===== config.mk =====
export PLATFORM = sky130hd
export DESIGN_NAME = key_event_decoder
export DESIGN_NICKNAME = d
export VERILOG_FILES = /design/src/rtl/key_evt_pkg.sv /design/src/rtl/key_event_decoder.sv
export SDC_FILE = /design/constraint.sdc
export NUM_CORES = 1
export LEC_CHECK = 0
export CELL_PAD_IN_SITES_DETAIL_PLACEMENT = 1
export CELL_PAD_IN_SITES_GLOBAL_PLACEMENT = 1
export CORE_MARGIN = 2
export CORE_UTILIZATION = 53
export DETAILED_ROUTE_END_ITERATION = 10
export DONT_BUFFER_PORTS = 1
export PLACE_DENSITY_LB_ADDON = 0.15
export RECOVER_POWER = 50
export SETUP_SLACK_MARGIN = 0.4
export SLEW_MARGIN = 20
export SYNTH_ARGS = -nofsm -noshare
export SYNTH_HDL_FRONTEND = slang
export SYNTH_SLANG_ARGS = --single-unit

===== constraint.sdc =====
create_clock -name clk -period 6.6 [get_ports clk]
set_input_delay 1.32 -clock clk [delete_from_list [all_inputs] [get_ports clk]]
set_output_delay 1.32 -clock clk [all_outputs]
set_load 0.02 [all_outputs]

===== src/rtl/key_evt_pkg.sv =====
// Shared key-handling definitions: gesture decoder state encoding and
// 5 MHz timing defaults for the key path (debouncer and event decoder).
package key_evt_pkg;

  localparam int unsigned CLK_HZ          = 5_000_000;
  localparam int unsigned DEB_CYC         = 100_000;    // debouncer settle time, 20 ms
  localparam int unsigned KEY_LONG_CYC    = 5_000_000;  // 1 s
  localparam int unsigned KEY_DBL_GAP_CYC = 1_250_000;  // 250 ms

  typedef enum logic [2:0] {
    ARM,
    IDLE,
    PRESS1,
    WAIT2,
    PRESS2,
    LONG_HOLD
  } key_state_e;

endpackage


===== src/rtl/key_event_decoder.sv =====
// Classifies debounced active-low key gestures into click / double click /
// long press strobes, with a held level and a wrapping event counter.
module key_event_decoder
  import key_evt_pkg::*;
#(
  parameter int unsigned LONG_CYC    = KEY_LONG_CYC,
  parameter int unsigned DBL_GAP_CYC = KEY_DBL_GAP_CYC,
  parameter int unsigned CNT_W       = 23
) (
  input  logic       clk,
  input  logic       rst,
  input  logic       key_n,
  output logic       click,
  output logic       dbl_click,
  output logic       long_press,
  output logic       held,
  output logic [7:0] evt_cnt
);

  localparam logic [CNT_W-1:0] LONG_LAST = CNT_W'(LONG_CYC - 1);
  localparam logic [CNT_W-1:0] GAP_LAST  = CNT_W'(DBL_GAP_CYC - 1);

  key_state_e       state, state_d;
  logic [CNT_W-1:0] cnt, cnt_d, cnt_inc;
  logic             click_d, dbl_d, long_d, held_d;
  logic [7:0]       evt_d;

  // Saturating increment; thresholds exit first, so saturation is only a guard.
  assign cnt_inc = (cnt == '1) ? cnt : cnt + CNT_W'(1);

  always_comb begin
    state_d = state;
    cnt_d   = cnt;
    click_d = 1'b0;
    dbl_d   = 1'b0;
    long_d  = 1'b0;
    case (state)
      ARM: begin
        if (key_n) state_d = IDLE;
      end
      IDLE: begin
        if (!key_n) begin
          state_d = PRESS1;
          cnt_d   = '0;
        end
      end
      PRESS1: begin
        // Release is tested first so it wins over a coincident long-press threshold.
        if (key_n) begin
          state_d = WAIT2;
          cnt_d   = '0;
        end else if (cnt == LONG_LAST) begin
          long_d  = 1'b1;
          state_d = LONG_HOLD;
        end else begin
          cnt_d = cnt_inc;
        end
      end
      LONG_HOLD: begin
        if (key_n) state_d = IDLE;
      end
      WAIT2: begin
        // A second press wins over a coincident gap timeout.
        if (!key_n) begin
          state_d = PRESS2;
        end else if (cnt == GAP_LAST) begin
          click_d = 1'b1;
          state_d = IDLE;
        end else begin
          cnt_d = cnt_inc;
        end
      end
      PRESS2: begin
        if (key_n) begin
          dbl_d   = 1'b1;
          state_d = IDLE;
        end
      end
      default: state_d = ARM;
    endcase
    held_d = (state_d == LONG_HOLD);
    evt_d  = evt_cnt + 8'(click_d | dbl_d | long_d);
  end

  always_ff @(posedge clk or posedge rst) begin
    if (rst) begin
      state      <= ARM;
      cnt        <= '0;
      click      <= 1'b0;
      dbl_click  <= 1'b0;
      long_press <= 1'b0;
      held       <= 1'b0;
      evt_cnt    <= '0;
    end else begin
      state      <= state_d;
      cnt        <= cnt_d;
      click      <= click_d;
      dbl_click  <= dbl_d;
      long_press <= long_d;
      held       <= held_d;
      evt_cnt    <= evt_d;
    end
  end

endmodule


* Word level (Yosys, flattened, before mapping) *
Cells that the tools add are included.
Widths: inputs -> output; s select.

word-level totals
  register bits = 38
  bits of input ports = 3
  output and inout bits = 12
  word-level logic and storage cells = 50

operators by class
  add/sub/neg operators = 2
  eq/ne operators = 13
  multiplexer cells = 22
  bitwise gates (word level) = 2
  reductions and logical operators = 4

operators by type and width
  operator               count
  $mux 23                6
  $pmux 23 s3            1
  $eq 23x23->1 const B   2
  $add 23x1->23 const B  1
  $eq 23x21->1 const B   1
  $mux 3                 6
  $pmux 3 s4             1
  $eq 3x3->1 const B     3
  $add 8x1->8            1
  $mux 1                 8
  $eq 3x2->1 const B     2
  $ne 2x2->1 const B     3
  $reduce_and 5->1       1
  $eq 3x1->1 const B     1
  $logic_not 3->1        1
  $ne 3x3->1 const B     1
  $reduce_bool 3->1      1
  $reduce_or 3->1        1
  $or 1x1->1             2

* Logic depth before layout (Yosys ltp) *
Gate-level depths: netlist (run 1).

  depth in word-level cells = 7
  mapped depth = 12

* Worst setup path before layout (run 1) *
OpenSTA, ideal clock, no wires.

  kind = input to register
  start point = in key_n
  end point = reg cnt[4]
  library setup time = 0.078 ns
  data arrival time = 2.880 ns
  data required time = 6.522 ns
  path slack = 3.642 ns
  cell stages on the path = 8
  buffers on the path = 2
  cell sequence = buf_2 -> nand2b_4 -> xnor2_2 -> nand2_1 -> or3_4 -> buf_6 -> or4_1 -> a21oi_1

between the ends
  word-level cells in the longest chain between the ends = 2

RTL lines
  what                                                              RTL line                 RTL
  start, declared                                                   key_event_decoder.sv:12  input logic key_n,
  $ne 3x3->1 (no line) (tied with other cells)                      -
  $reduce_and 5->1 (no line) / $pmux 23 s3 (equally long branches)  -
  end signal, assigned                                              key_event_decoder.sv:96  cnt <= cnt_d;
  end, declared                                                     key_event_decoder.sv:24  logic [CNT_W-1:0] cnt, cnt_d, cnt_inc;

Parallel ways exist; a longest one is shown, timed or not.
A chain may end at the register's enable or synchronous reset.

* Final worst setup path (run 1) *
  start point = reg cnt[18]
  end point = reg evt_cnt[6]

between the ends
  word-level cells in the longest chain between the ends = 7

RTL lines
  what                     RTL line                  RTL
  $eq 23x21->1             key_event_decoder.sv:66   end else if (cnt == GAP_LAST) begin
  $mux 1                   key_event_decoder.sv:66
  $mux 1                   key_event_decoder.sv:64   if (!key_n) begin
  $mux 1                   key_event_decoder.sv:37   case (state)
  net click_d              key_event_decoder.sv:25   logic click_d, dbl_d, long_d, held_d;
  $or 1x1->1 (2 in a row)  key_event_decoder.sv:82   evt_d = evt_cnt + 8'(click_d | dbl_d | long_d);
  $add 8x1->8              key_event_decoder.sv:82
  net evt_d[6]             key_event_decoder.sv:26   logic [7:0] evt_d;
  end signal, assigned     key_event_decoder.sv:101  evt_cnt <= evt_d;
  end, declared            key_event_decoder.sv:17   output logic [7:0] evt_cnt

The timed path passes the listed nets, and every way through them passes these cells.

==> impl_results.md, run 1 <==
- Mapped Avg Cell Area: 9.79 um2
- First-pass GRT wire length: 9.04 mm
- Max cap viols: 0
- # hold bufs at CTS: 0
- Wire per inst: 20.2 um
- Clock Tree Root: clkbuf_8
- DP Wirelength: 3.88 mm
- Initial Util: 0.546
- Port-buffer cells: 0
- Post-CTS Resized: 0
- Placed Cells: 262
- Setup TNS Final: 0 ns
- FF-to-FF path depth: 9
- Crit share post-route: 0.430
- P_leak: 0.958 nW
- Final Max Tran Viols: 0
- Post-layout min period: 2.83 ns
- Final worst setup slack: 3.77 ns
- R2R Path End: evt_cnt[6]
- RSZ-0062 raised after global routing: no
- Dpl ws: 3.52 ns
- Final Hold Vio Count: 0
- CTS Buffer Depth: 2
- Reg clk slew, reported paths: 0.08 ns
- Core area: 0.00394 mm2
- CTS tree: done
- Layout Cells excl Fill: 270
- Peak Freq: 0.353 GHz
- Critical Path AT: 3.02 ns
- Crit. End Element: flip-flop
- Total grt overflow: 0
- Cell Area, Synth: 0.00215 mm2
- Clk Latency, worst-skew pair: 0.30 ns
- Sequential share of the synthesized area: 0.441
- DRC errors left: 0
- DRT Pass-1 Iters: 4
- Status: completed
- Number of CTS-inserted buffers: 5
- Die Span Y: 67.8 um
- Vias in the first global route: 1,801
- FP Rows: 23
- Vias per cell: 6.66
- Placer Congestion: 0.871
- Largest net degree at the start of global routing: 23
- Reg-to-reg startpoint: cnt[18]
- Final #Nets: 225
- Synth warn: 0
- Slew headroom: 0.291
- Htree depth: 2
- Crit path to: evt_cnt[6]
- Detail Route Antenna Nets: 0
- Post-Syn Instances: 220
- Worst Min Path Start: cnt[13]
- Startpoint type of the worst setup path: flip-flop
- Total track usage: 0.272
- Area delta synth->final: 6.68%
- Worst hold path type: flip-flop to flip-flop
- Post-synth EDFFs: 0
- Horizontal die dimension: 67.8 um
- # Post-CTS Setup Buffers: 0
- Crit path required time: 6.79 ns
- Fraction of registers with async set or reset after synthesis: 1.00
- Mapped Nets: 226
- Synth top area share: 0.441
- Top cells by area, synth: dfrtp_1, a21oi_1, nand3_1
- Post-synth top flop: dfrtp_1
- Crit path from: cnt[18]
- Max VDD drop: 162 uV
- Cell taking the most area after synthesis: dfrtp_1
- Reg2Reg Setup Slack: 3.77 ns
- Diodes inserted: 0
- Worst clock skew: 0.00382 ns
- Tightest Pin Transition: 1.06 ns
- Boundary Pins: 15
- WL final: 5.46 mm
- Synth top cells by count: dfrtp_1, a21oi_1, nand2_1
- Top-count cell post-synth: dfrtp_1
- Die area: 0.00459 mm2
- Yosys cell types: 56
- Layout cell share with drive strength beyond 1: 0.105
- Initial antenna violation count: 0
- Yosys reg bits: 38
- Pwr Total: 710 uW
- DR vias: 1,798
- Clock Sinks: 38
- Final setup viols: 0
- Crit path max fanout: 7
- Ratio of total power to cell area: 309 mW/mm2
- WS Path Type: flip-flop to flip-flop
- Hold WS: 0.598 ns
- Initial drt markers: 71
[per-stage QoR]
stage                     utilization  area, um2
after global placement          0.550       2170
final                           0.583       2300
after detailed placement        0.550       2170
after global routing            0.583       2300
after floorplan                     -       2150
after CTS                       0.585       2300
[final cells by class]
cell class	instances	area, um2
Sequential cell	38	951
Inverter	7	26.3
Clock inverter	3	68.8
Multi-Input combinational cell	165	1110
Clock buffer	5	68.8
Fill cell	437	1640
Tap cell	50	62.6
Timing Repair Buffer	2	11.3
[cell usage in the layout, fill, tap and decap left out, drive strengths merged, types with 3 or more instances in the layout]
cell type	n
nand4	9
and2	5
nor4b	4
nand2b	4
nand3	15
a21oi	18
a21o	5
clkbuf	6
nand2	17
inv	7
nor3	7
xnor2	7
or4	7
nor4	5
ha	3
dfrtp	38
o31ai	4
or3	5
nor2	10
and3	4
o21ai	4
and4	4
[worst min-delay path by stage]
| stage | depth (start not counted) | to | slack [ns] |
|---|---|---|---|
| 2_1_floorplan | 2 | cnt[22] | 0.52 |
| 3_3_place_gp | 3 | cnt[13] | 0.56 |
| 3_5_place_dp | 3 | cnt[13] | 0.58 |
| 4_1_cts | 3 | cnt[13] | 0.59 |
| 5_1_grt | 3 | cnt[13] | 0.62 |
| 6_report | 3 | cnt[13] | 0.60 |
[logic make-up after synthesis]
kind of cell / count (synthesis) / synth area share
flip-flops: 38 / 0.441
AND/OR/NAND/NOR: 106 / 0.314
adder cells (fa/ha/maj): 3 / 0.0174
AO/OA/AOI/OAI: 45 / 0.135
multiplexers: 2 / 0.00929
buffers and inverters: 17 / 0.0424
XOR/XNOR: 9 / 0.0401
[state kept, by name (all words and copies together), names as in the netlist]
register and cells:
click 1, cnt 23, dbl_click 1, evt_cnt 8
held 1, long_press 1, state 3
[routing by layer]
| metal | up-vias | GRT usage | share of wire | wire length (um) |
|---|---|---|---|---|
| met5 | - | 0 | 0 | 0 |
| met4 | 0 | 0.120 | 0.023 | 126 |
| met3 | 11 | 0.0633 | 0.036 | 199 |
| met2 | 44 | 0.453 | 0.51 | 2780 |
| met1 | 913 | 0.334 | 0.43 | 2350 |
| li1 | 830 | - | - | - |
[report_power, final]
group / total [mW] / internal (mW) / switching, mW
clock network: 0.242 / 0.151 / 0.0904
logic: 0.154 / 0.0507 / 0.103
registers: 0.315 / 0.258 / 0.0570
[worst max-delay path, stage by stage, from the launching register on]
cell	delay [ns]
dfrtp_1	0.46
or4b_2	0.70
nor4_1	0.32
and2_0	0.22
or3_1	0.13
ha_1	0.19
ha_1	0.20
and3_1	0.22
nand3_1	0.12
xnor2_1	0.15
No activity file was read; power rests on OpenSTA's default activity.
==> run 2: changes to the inputs <==
--- a/config.mk
+++ b/config.mk
@@ -8,7 +8,7 @@
 export CELL_PAD_IN_SITES_DETAIL_PLACEMENT = 1
 export CELL_PAD_IN_SITES_GLOBAL_PLACEMENT = 1
 export CORE_MARGIN = 2
-export CORE_UTILIZATION = 53
+export CORE_UTILIZATION = 44
 export DETAILED_ROUTE_END_ITERATION = 10
 export DONT_BUFFER_PORTS = 1
 export PLACE_DENSITY_LB_ADDON = 0.15
==> constraint.sdc (replaced) <==
create_clock -name clk -period 2.6 [get_ports clk]
set_input_delay 0.52 -clock clk [delete_from_list [all_inputs] [get_ports clk]]
set_output_delay 0.52 -clock clk [all_outputs]
set_load 0.02 [all_outputs]
==> impl_results.md, run 2 (synthesis gave the netlist of run 1 again) <==
- Layout cell share with drive strength beyond 1: 0.307
- Area delta synth->final: 21.4%
- Final Hold Vio Count: 0
- Pwr Total: 1.83 mW
- Tightest Pin Transition: 0.738 ns
- Post-layout min period: 2.36 ns
- Slew headroom: 0.502
- Number of CTS-inserted buffers: 5
- DRC errors left: 0
- Max cap viols: 0
- Most frequent cells in the layout: dfrtp_1, buf_4, nand2_1, nand3_1, a21oi_1
- Crit path max fanout: 3
- P_leak: 1.05 nW
- Final setup viols: 0
- Crit path required time: 2.78 ns
- Initial drt markers: 122
- Final Max Tran Viols: 0
- Total grt overflow: 0
- Setup TNS Final: 0 ns
- Startpoint type of the worst setup path: flip-flop
- Max VDD drop: 333 uV
- Critical Path AT: 2.54 ns
- Htree depth: 2
- Largest Register: cnt
- Initial antenna violation count: 0
- Final #Nets: 246
- DR vias: 1,895
- Horizontal die dimension: 74.0 um
- Clock Sinks: 38
- Die area: 0.00547 mm2
- Final worst setup slack: 0.243 ns
- Ratio of total power to cell area: 700 mW/mm2
- Core area: 0.00472 mm2
- FP Rows: 25
- Crit. End Element: flip-flop
- WL final: 6.08 mm
- Vias per cell: 6.15
- R2R Path End: evt_cnt[6]
- Placer Congestion: 0.909
- Largest net degree at the start of global routing: 39
- Max FFs per register: 23
- Clock Tree Root: clkbuf_8
- Biggest regs: cnt: 23 flops, evt_cnt: 8 flops, state: 3 flops
- Vias in the first global route: 1,998
- Most common cell after layout, fill and taps aside: dfrtp_1
- Wire per inst: 19.7 um
- Total track usage: 0.240
- Diodes inserted: 0
- Worst hold path type: input pin to asynchronous set/reset pin
- Hold WS: 0.228 ns
- DRT Pass-1 Iters: 4
- Boundary Pins: 15
- CTS tree: done
- Detail Route Antenna Nets: 0
- RSZ-0062 raised after global routing: yes
- # hold bufs at CTS: 0
- Port-buffer cells: 0
- WS Path Type: flip-flop to flip-flop
- Peak Freq: 0.424 GHz
- Reg clk slew, reported paths: 0.08 ns
- Initial Util: 0.456
- Worst clock skew: 0.00740 ns
- CTS Buffer Depth: 2
- Reg2Reg Setup Slack: 0.24 ns
- Dpl ws: 0.103 ns
- Status: completed
- Final Core Density: 0.554
- DP Wirelength: 3.91 mm
- Reg-to-reg startpoint: cnt[14]
- Crit share post-route: 0.907
- FF-to-FF path depth: 9
- First-pass GRT wire length: 9.88 mm
- Clk Latency, worst-skew pair: 0.30 ns
- Die Span Y: 74.0 um
## run 2: changes by cell type in the layout (fill, tap and decap cells not counted), moves of 3 or more
cell / change
dfrtp_2: +5
or3_4: +3
or4_4: +4
or4_1: -4
a21oi_2: +7
ha_1: -3
a21oi_1: -7
buf_4: +18
dfrtp_1: -5
## run 2: final cells by class
type	count	area (um2)
multi-input cells	167	1280
clock inverters	1	30.0
well taps	67	83.8
flip-flops and latches	38	957
repair buffers	21	158
fillers	523	2110
inverters	7	28.8
clock buffers	7	76.3
## run 2: worst max path at each step
stage	startpoint	end	depth (start not counted)
2_1_floorplan	cnt[21]	evt_cnt[6]	9
3_3_place_gp	cnt[21]	evt_cnt[6]	9
3_5_place_dp	cnt[21]	evt_cnt[6]	9
4_1_cts	cnt[14]	evt_cnt[6]	9
5_1_grt	state[1]	evt_cnt[6]	10
6_report	cnt[14]	evt_cnt[6]	9
## run 2: report_power, final
part,switching (mW),leakage [nW],internal [mW]
registers,0.119,0.512,0.658
logic,0.364,0.483,0.192
clock network,0.211,0.0524,0.287
## run 2: through the flow
stage	cells	instance area [um2]
after global routing	308	2620
after CTS	304	2510
final	308	2620
after floorplan	220	2190
after global placement	284	2260
after detailed placement	284	2260
## run 2: critical path: stages (launching register included)
cell     delay (ns)
dfrtp_2        0.44
or4b_4         0.53
nor4_2         0.25
and2_1         0.20
or3_4          0.14
ha_4           0.14
ha_4           0.13
and3_4         0.19
nand3_2        0.08
xnor2_1        0.15
## run 2: per-layer routing
| metal | GRT usage | vias to the layer above | share of wire |
|---|---|---|---|
| met5 | 0 | - | 0 |
| met1 | 0.283 | 967 | 0.42 |
| met3 | 0.0610 | 8 | 0.038 |
| met2 | 0.424 | 46 | 0.53 |
| li1 | - | 874 | - |
| met4 | 0.0828 | 0 | 0.012 |
## run 2: timing repair
item | CTS | global route
pin swaps | 7 | 10
endpoints found under the setup margin | 15 | 29
cloned | 3 | 0
gates resized for setup | 13 | 21
hold endpoints to repair | 0 | 0
setup buffers | 9 | 4
